[src/rtl/wb_write_arbiter.sv]
// wb_write_arbiter
// Arbitrates register-file writeback between the main pipeline and a
// multi-cycle unit. The pipeline always wins. Multi-cycle results that cannot
// be written immediately wait in a 2-entry FIFO. Any pipeline write to the
// same register invalidates them, because the pipeline result is newer.
// An age counter, and a full FIFO, raise StallReq. This asks the hazard unit
// for a writeback bubble so buffered results are not starved.
//
// Ports:
//   Clk, Reset         clock, synchronous active-high reset
//   PipeRegWrite/PipeWriteReg/PipeWriteData   main-pipeline writeback request
//   MulValid/MulWriteReg/MulWriteData         multi-cycle result offer
//   MulReady           offer accepted on this edge when MulValid=1
//   StallReq           combinational bubble request to the hazard unit
//   RegWrite/WriteRegister/WriteDataOut       registered register-file write
//   BufCount           number of buffered multi-cycle results (0..2)
module wb_write_arbiter (
    input  logic        Clk,
    input  logic        Reset,
    input  logic        PipeRegWrite,
    input  logic [4:0]  PipeWriteReg,
    input  logic [31:0] PipeWriteData,
    input  logic        MulValid,
    input  logic [4:0]  MulWriteReg,
    input  logic [31:0] MulWriteData,
    output logic        MulReady,
    output logic        StallReq,
    output logic        RegWrite,
    output logic [4:0]  WriteRegister,
    output logic [31:0] WriteDataOut,
    output logic [1:0]  BufCount
);

    // The FIFO is kept compacted, so entry 0 is always the head and entry 1
    // can be valid only when entry 0 is also valid.
    logic [1:0]       vld_q, vld_d;
    logic [1:0][4:0]  ereg_q, ereg_d;
    logic [1:0][31:0] edata_q, edata_d;
    logic [2:0]       age_q, age_d;
    logic             rw_q, rw_d;
    logic [4:0]       wreg_q, wreg_d;
    logic [31:0]      wdata_q, wdata_d;

    logic pipe_eff, pop, acc, acc_eff, bypass, head_gone;

    assign BufCount = vld_q[1] ? 2'd2 : (vld_q[0] ? 2'd1 : 2'd0);

    // Writes to register 0 are not real requests.
    assign pipe_eff = PipeRegWrite && (PipeWriteReg != 5'd0);
    assign pop      = !pipe_eff && vld_q[0];

    // A full FIFO can still accept an offer when its head drains this cycle.
    assign MulReady = !Reset && (!vld_q[1] || pop);
    assign acc      = MulValid && MulReady;
    // An accepted offer to r0, or to the register the pipeline writes now,
    // is consumed but never written.
    assign acc_eff  = acc && (MulWriteReg != 5'd0) &&
                      !(pipe_eff && (MulWriteReg == PipeWriteReg));
    assign bypass   = acc_eff && !pipe_eff && !vld_q[0];
    // The head leaves either by being written or by being invalidated.
    assign head_gone = pop || (pipe_eff && vld_q[0] && (ereg_q[0] == PipeWriteReg));

    assign StallReq = !Reset && (vld_q[1] || (vld_q[0] && (age_q == 3'd7)));

    assign RegWrite      = rw_q;
    assign WriteRegister = wreg_q;
    assign WriteDataOut  = wdata_q;

    // Write-port selection: pipeline, then FIFO head, then bypass.
    always_comb begin
        rw_d    = 1'b0;
        wreg_d  = wreg_q;
        wdata_d = wdata_q;
        if (pipe_eff) begin
            rw_d    = 1'b1;
            wreg_d  = PipeWriteReg;
            wdata_d = PipeWriteData;
        end else if (vld_q[0]) begin
            rw_d    = 1'b1;
            wreg_d  = ereg_q[0];
            wdata_d = edata_q[0];
        end else if (bypass) begin
            rw_d    = 1'b1;
            wreg_d  = MulWriteReg;
            wdata_d = MulWriteData;
        end
    end

    // FIFO next state: pop, invalidate, compact, then push.
    always_comb begin
        vld_d   = vld_q;
        ereg_d  = ereg_q;
        edata_d = edata_q;
        if (pop) begin
            vld_d      = {1'b0, vld_q[1]};
            ereg_d[0]  = ereg_q[1];
            edata_d[0] = edata_q[1];
        end
        if (pipe_eff) begin
            for (int i = 0; i < 2; i++) begin
                if (ereg_d[i] == PipeWriteReg) begin
                    vld_d[i] = 1'b0;
                end
            end
        end
        if (!vld_d[0] && vld_d[1]) begin
            vld_d      = 2'b01;
            ereg_d[0]  = ereg_d[1];
            edata_d[0] = edata_d[1];
        end
        if (acc_eff && !bypass) begin
            if (!vld_d[0]) begin
                vld_d[0]   = 1'b1;
                ereg_d[0]  = MulWriteReg;
                edata_d[0] = MulWriteData;
            end else begin
                vld_d[1]   = 1'b1;
                ereg_d[1]  = MulWriteReg;
                edata_d[1] = MulWriteData;
            end
        end

        // The age restarts whenever a different entry becomes the head.
        if ((vld_d == 2'b00) || !vld_q[0] || head_gone) begin
            age_d = 3'd0;
        end else if (age_q != 3'd7) begin
            age_d = age_q + 3'd1;
        end else begin
            age_d = age_q;
        end
    end

    always_ff @(posedge Clk) begin
        if (Reset) begin
            vld_q   <= 2'b00;
            age_q   <= 3'd0;
            rw_q    <= 1'b0;
            wreg_q  <= 5'd0;
            wdata_q <= 32'd0;
        end else begin
            vld_q   <= vld_d;
            age_q   <= age_d;
            rw_q    <= rw_d;
            wreg_q  <= wreg_d;
            wdata_q <= wdata_d;
        end
    end

    // Entry payloads are qualified by vld_q, so they need no reset.
    always_ff @(posedge Clk) begin
        ereg_q  <= ereg_d;
        edata_q <= edata_d;
    end

endmodule

[config.mk]
export PLATFORM = sky130hd
export DESIGN_NAME = wb_write_arbiter
export DESIGN_NICKNAME = d
export VERILOG_FILES = /design/src/rtl/wb_write_arbiter.sv
export SDC_FILE = /design/constraint.sdc
export NUM_CORES = 1
export LEC_CHECK = 0
export ABC_AREA = 1
export CORE_MARGIN = 1.5
export CORE_UTILIZATION = 56
export CTS_CLUSTER_SIZE = 24
export DETAILED_ROUTE_END_ITERATION = 12
export PLACE_DENSITY = 0.86
export SYNTH_ARGS = -nofsm -noshare
export SYNTH_HDL_FRONTEND = slang
export SYNTH_SLANG_ARGS = --single-unit
export TNS_END_PERCENT = 50
[constraint.sdc]
create_clock -name Clk -period 7.8 [get_ports Clk]
set_clock_uncertainty 0.15 [all_clocks]
set_input_delay 0.78 -clock Clk [delete_from_list [all_inputs] [get_ports Clk]]
set_output_delay 0.78 -clock Clk [all_outputs]
set_load 0.01 [all_outputs]
Word-level counts from Yosys, hierarchy flattened
Cells that the tools add are included.
{"block": "totals", "register_bits": 117, "inputBits": 78, "output_inout_bits": 42, "wordCells": 75}
{"block": "op_classes", "add_sub_neg": 1, "eq_ne": 6, "muxes": 26, "reduce_logical": 33}
{"operator": "$mux W32", "count": 7}
{"operator": "$mux W5", "count": 7}
{"operator": "$eq A5 B5 Y1", "count": 4}
{"operator": "$logic_and A1 B1 Y1", "count": 15}
{"operator": "$mux W2", "count": 5}
{"operator": "$reduce_bool A5 Y1", "count": 2}
{"operator": "$logic_not A1 Y1", "count": 7}
{"operator": "$mux W1", "count": 7}
{"operator": "$logic_or A1 B1 Y1", "count": 5}
{"operator": "$add A3 B1 Y3 const B", "count": 1}
{"operator": "$eq A3 B3 Y1 const B", "count": 1}
{"operator": "$ne A3 B3 Y1 const B", "count": 1}
{"operator": "$reduce_bool A3 Y1", "count": 1}
{"operator": "$logic_not A2 Y1", "count": 1}
{"operator": "$reduce_and A2 Y1", "count": 1}
{"operator": "$reduce_or A2 Y1", "count": 1}

Depth between registers and ports, before layout
{"block": "depth", "ltp_word": 18, "ltp_mapped": 13, "depth_no_buf": 12}

Worst setup path after synthesis
Ideal clock, no wire load.
{"block": "synth_path", "path_type": "input to register", "start": "in PipeWriteReg[2]", "end": "reg edata_q[32] (netlist name) (enable)", "setup_ps": 392, "arrival_ps": 2481, "required_time_ps": 7258, "setup_slack_ps": 4778, "path_stages": 10, "n_path_buf": 1, "cell_sequence": "nor2_1 > nand3_2 > nand2_4 > nand2_4 > nand2_2 > nand3_4 > nor2_4 > buf_6 > nand2_1 > inv_1"}
{"block": "synth_via", "elab_chain_cells": 14, "word_cells_on_any_way": 27, "classes_between": "eq/ne (3); mux (6); reduce/logical (18)"}
{"item": "from (decl)", "line": "21", "rtl": "input logic [4:0] PipeWriteReg,"}
{"item": "branches (longest 13 deep; another with $reduce_bool A5 Y1)"}
{"item": "$reduce_and A2 Y1 (no line) (*)"}
{"item": "to (signal assigned)", "line": "152", "rtl": "edata_q <= edata_d;"}
{"item": "to (decl)", "line": "38", "rtl": "logic [1:0][31:0] edata_q, edata_d;"}
Every way passes the cells marked *.
A chain may end at the register's enable or synchronous reset.

Worst setup path after layout
{"block": "layout_path", "start": "in PipeWriteReg[2]", "end": "reg edata_q[50] (netlist name) (enable)"}
The elaborated chain is that of the path after synthesis.

==> key figures <==
Setup path
  • Worst path slowest cell: nor2_4
  • Critical path class: primary input to register
  • Crit path required time: 7.81 ns
  • Most common cell type on the critical path: nand2_4
  • Slowest stage delay, CP: 0.84 ns
  • CP bufs+invs: 3
  • CP delay by family, top: simple AND/OR/NAND/NOR gates
  • Worst-path maximum fanout: 46
  • Cell Chain, Critical Path: clkdlybuf4s50_1 > nor2_1 > nand3_2 > nand2_4 > nand2_4 > nand2_2 > nand3_4 > nor2_4 > nand2_1 > clkinv_1 > buf_4
  • Critical Path AT: 3.93 ns
  • Crit start category: primary input
  • Crit end category: register

Yosys
  • Cells after Synth: 851
  • Mapped Area: 5900 um^2
  • Synth Area per Inst: 6.93 um^2
  • Ys Warns: 0
  • Seq/Total Area, Yosys: 46.0%
  • Seq cells post-synth: 117
  • Most frequently used flop master after synthesis: dfxtp_1
  • Post-Syn Nets: 931
  • Yosys cell types: 29
  • Number of synthesized flops with an enable pin: 37
  • Asr flop ratio synth: 0%

Die
  • Starting Density: 57.4%
  • Chip width: 106 um
  • Row count: 37
  • Die ar.: 11200 um^2
  • Number of I/O pins: 120
  • Core area: 10300 um^2
  • Die Ht: 106 um

Global routing
  • Grt total ovfl: 0
  • Gr usage total: 29.7%
  • Initial antenna violation count: 0
  • Number of global-route vias before repair: 5687
  • Largest net degree at the start of global routing: 68
  • Global-route wire length before repair: 26300 um

Power
  • Static leakage: 3.51 nW
  • Power Density: 250 nW/um^2
  • Worst vdd ir: 0.119 mV
  • Pwr Total: 1.91 mW

STA
  • Fin crit period: 3.91 ns
  • RSZ-0062 raised after global routing: no
  • Fin Setup TNS: 0 ns
  • Min Hold Slack: 0.332 ns
  • Final hold violations: 0
  • Final setup vio count: 0
  • Highest clock rate: 255 MHz
  • Worst Max-Slew Pin Slew: 1.13 ns
  • Max_slew headroom: 24.4%
  • Period utilization: 50.2%
  • Fin. max-slew vios: 0

Clocking
  • Clk sinks: 117
  • CTS tree: yes
  • CTS Buf Count: 17
  • Maximum clock insertion buffer count: 2
  • CTS clk-pin slew, worst paths: 0.06 ns
  • Clock Latency Late Sink: 0.53 ns
  • Resized Gates After CTS: 0
  • Hold Buf Count CTS: 0
  • CTS root buf: clkbuf_8
  • H-tree Lvls: 4
  • Post-CTS Setup Bufs: 0

Route
  • DRT Pass-1 Iters: 5
  • DR WL/cell: 14.7 um
  • Starting DRT DRC Count: 422
  • Drc violations: 0
  • DR vias: 5863
  • Total routed wirelength: 16100 um
  • Post-DRT Antenna Nets: 0
  • Routed vias/inst: 5.36

Finish
  • Antenna Cells: 0
  • Share of cells above drive strength 1: 5.22%
  • P&R area growth vs syn: 29.4%
  • Seq. cell area: 2710 um^2
  • Fill count: 778
  • Footprint of the multi-input gates: 2810 um^2
  • Final net count: 1025

Flow run
  • Max Cap Viol: 0

Outcome
  • Status: finished clean

Placement
  • Number of port buffers: 119
  • HPWL after DPL: 8920 um
  • Placer Congestion: 0.930

Hold path
  • Worst min path class: register to register
-- logic make-up (layout without fill, tap and decap cells) --
| group | Yosys count | in the layout | share of synthesized area, % |
|---|---|---|---|
| compound gates | 46 | 46 | 4.24 |
| xor+xnor | 9 | 9 | 1.34 |
| fa+ha+maj | 2 | 2 | 0.424 |
| buf+inv | 73 | 180 | 6.28 |
| flops | 117 | 117 | 46.0 |
| mux | 2 | 2 | 0.340 |
| simple gates | 602 | 602 | 41.4 |
-- tightest hold or removal path, delay by kind of cell, from the launching register on --
family        cells  cell delay (ns)
simple gates      2             0.13
flops             1             0.33
-- routing by layer --
layer	vias up	GRT usage (%)	wire (um)
li1	2877	-	-
met1	2660	35.4	6480
met2	285	50.7	7920
met3	41	6.93	1330
met4	0	13.8	386
met5	-	0	0
-- power breakdown --
group          switching, mW  leakage, nW  total (mW)  internal (mW)
Clock                  0.286        0.294       0.823          0.537
Sequential            0.0379         1.00       0.736          0.698
Combinational          0.192         2.22       0.348          0.156
Total                  0.516         3.51        1.91           1.39
-- stage by stage --
stage                     area, um^2  utilization (%)  instances  worst slack, ns
after CTS                       7630             74.2       1094             3.94
after detailed placement        7010             68.2       1062             3.43
final                           7630             74.2       1094             3.89
after global placement          7010             68.2       1062             3.51
after global routing            7630             74.2       1094             3.62
after floorplan                 5900                -        851             4.78
-- final timing paths --
path,from,end,slack (ns),cells past startpoint
max,PipeWriteReg[2],edata_q[50],3.89,11
min,WriteDataOut[4],WriteDataOut[4],0.33,2
max reg2reg,vld_q[0],edata_q[50],4.62,7
min reg2reg,WriteDataOut[4],WriteDataOut[4],0.33,2
-- area by class of cell --
type | count | share of cell area, %
clock buffer | 20 | 5.86
tap | 136 | 2.23
sequential | 117 | 35.6
clock inverter | 12 | 2.30
inverter | 27 | 1.36
timing repair buffer | 121 | 15.8
multi-input combinational | 661 | 36.9
-- Yosys cell counts (2+ instances only) --
cell type  number  area share, %
nor2_1         95            6.0
clkbuf_1       12           0.76
buf_6           5           0.95
edfxtp_1       37             19
dfxtp_1        80             27
nand3_2         3           0.51
o221ai_1        4           0.59
nand3_1        74            6.3
inv_2           6           0.38
o21ai_0        37            3.1
nand2_2         2           0.21
nand3b_1        3           0.38
nor2_4          2           0.38
buf_2          20            1.7
nand2_1       419             27
mux2i_1         2           0.34
xor2_1          7            1.0
inv_1          20            1.3
ha_1            2           0.42
a21oi_1         2           0.17
buf_4           8            1.0
nand2_4         3           0.57
xnor2_1         2           0.30
-- cells in the final DEF, fill, tap and decap left out, types with 4 or more instances in the layout --
cell type,netlist,layout
inv_2,6,6
dfxtp_1,80,80
edfxtp_1,37,37
nand2_1,419,419
xor2_1,7,7
nor2_1,95,95
clkdlybuf4s50_1,0,119
bufinv_16,0,4
clkbuf_16,0,17
inv_1,20,19
nand3_1,74,74
o221ai_1,4,4
o21ai_0,37,37
-- flip-flops by register name, indices dropped and copies added (netlist names) --
| signal | count |
|---|---|
| WriteDataOut | 32 |
| ereg_q | 10 |
| RegWrite | 1 |
| WriteRegister | 5 |
| age_q | 3 |
| edata_q | 64 |
| vld_q | 2 |
Note: power is estimated with default switching activity, not from simulation.
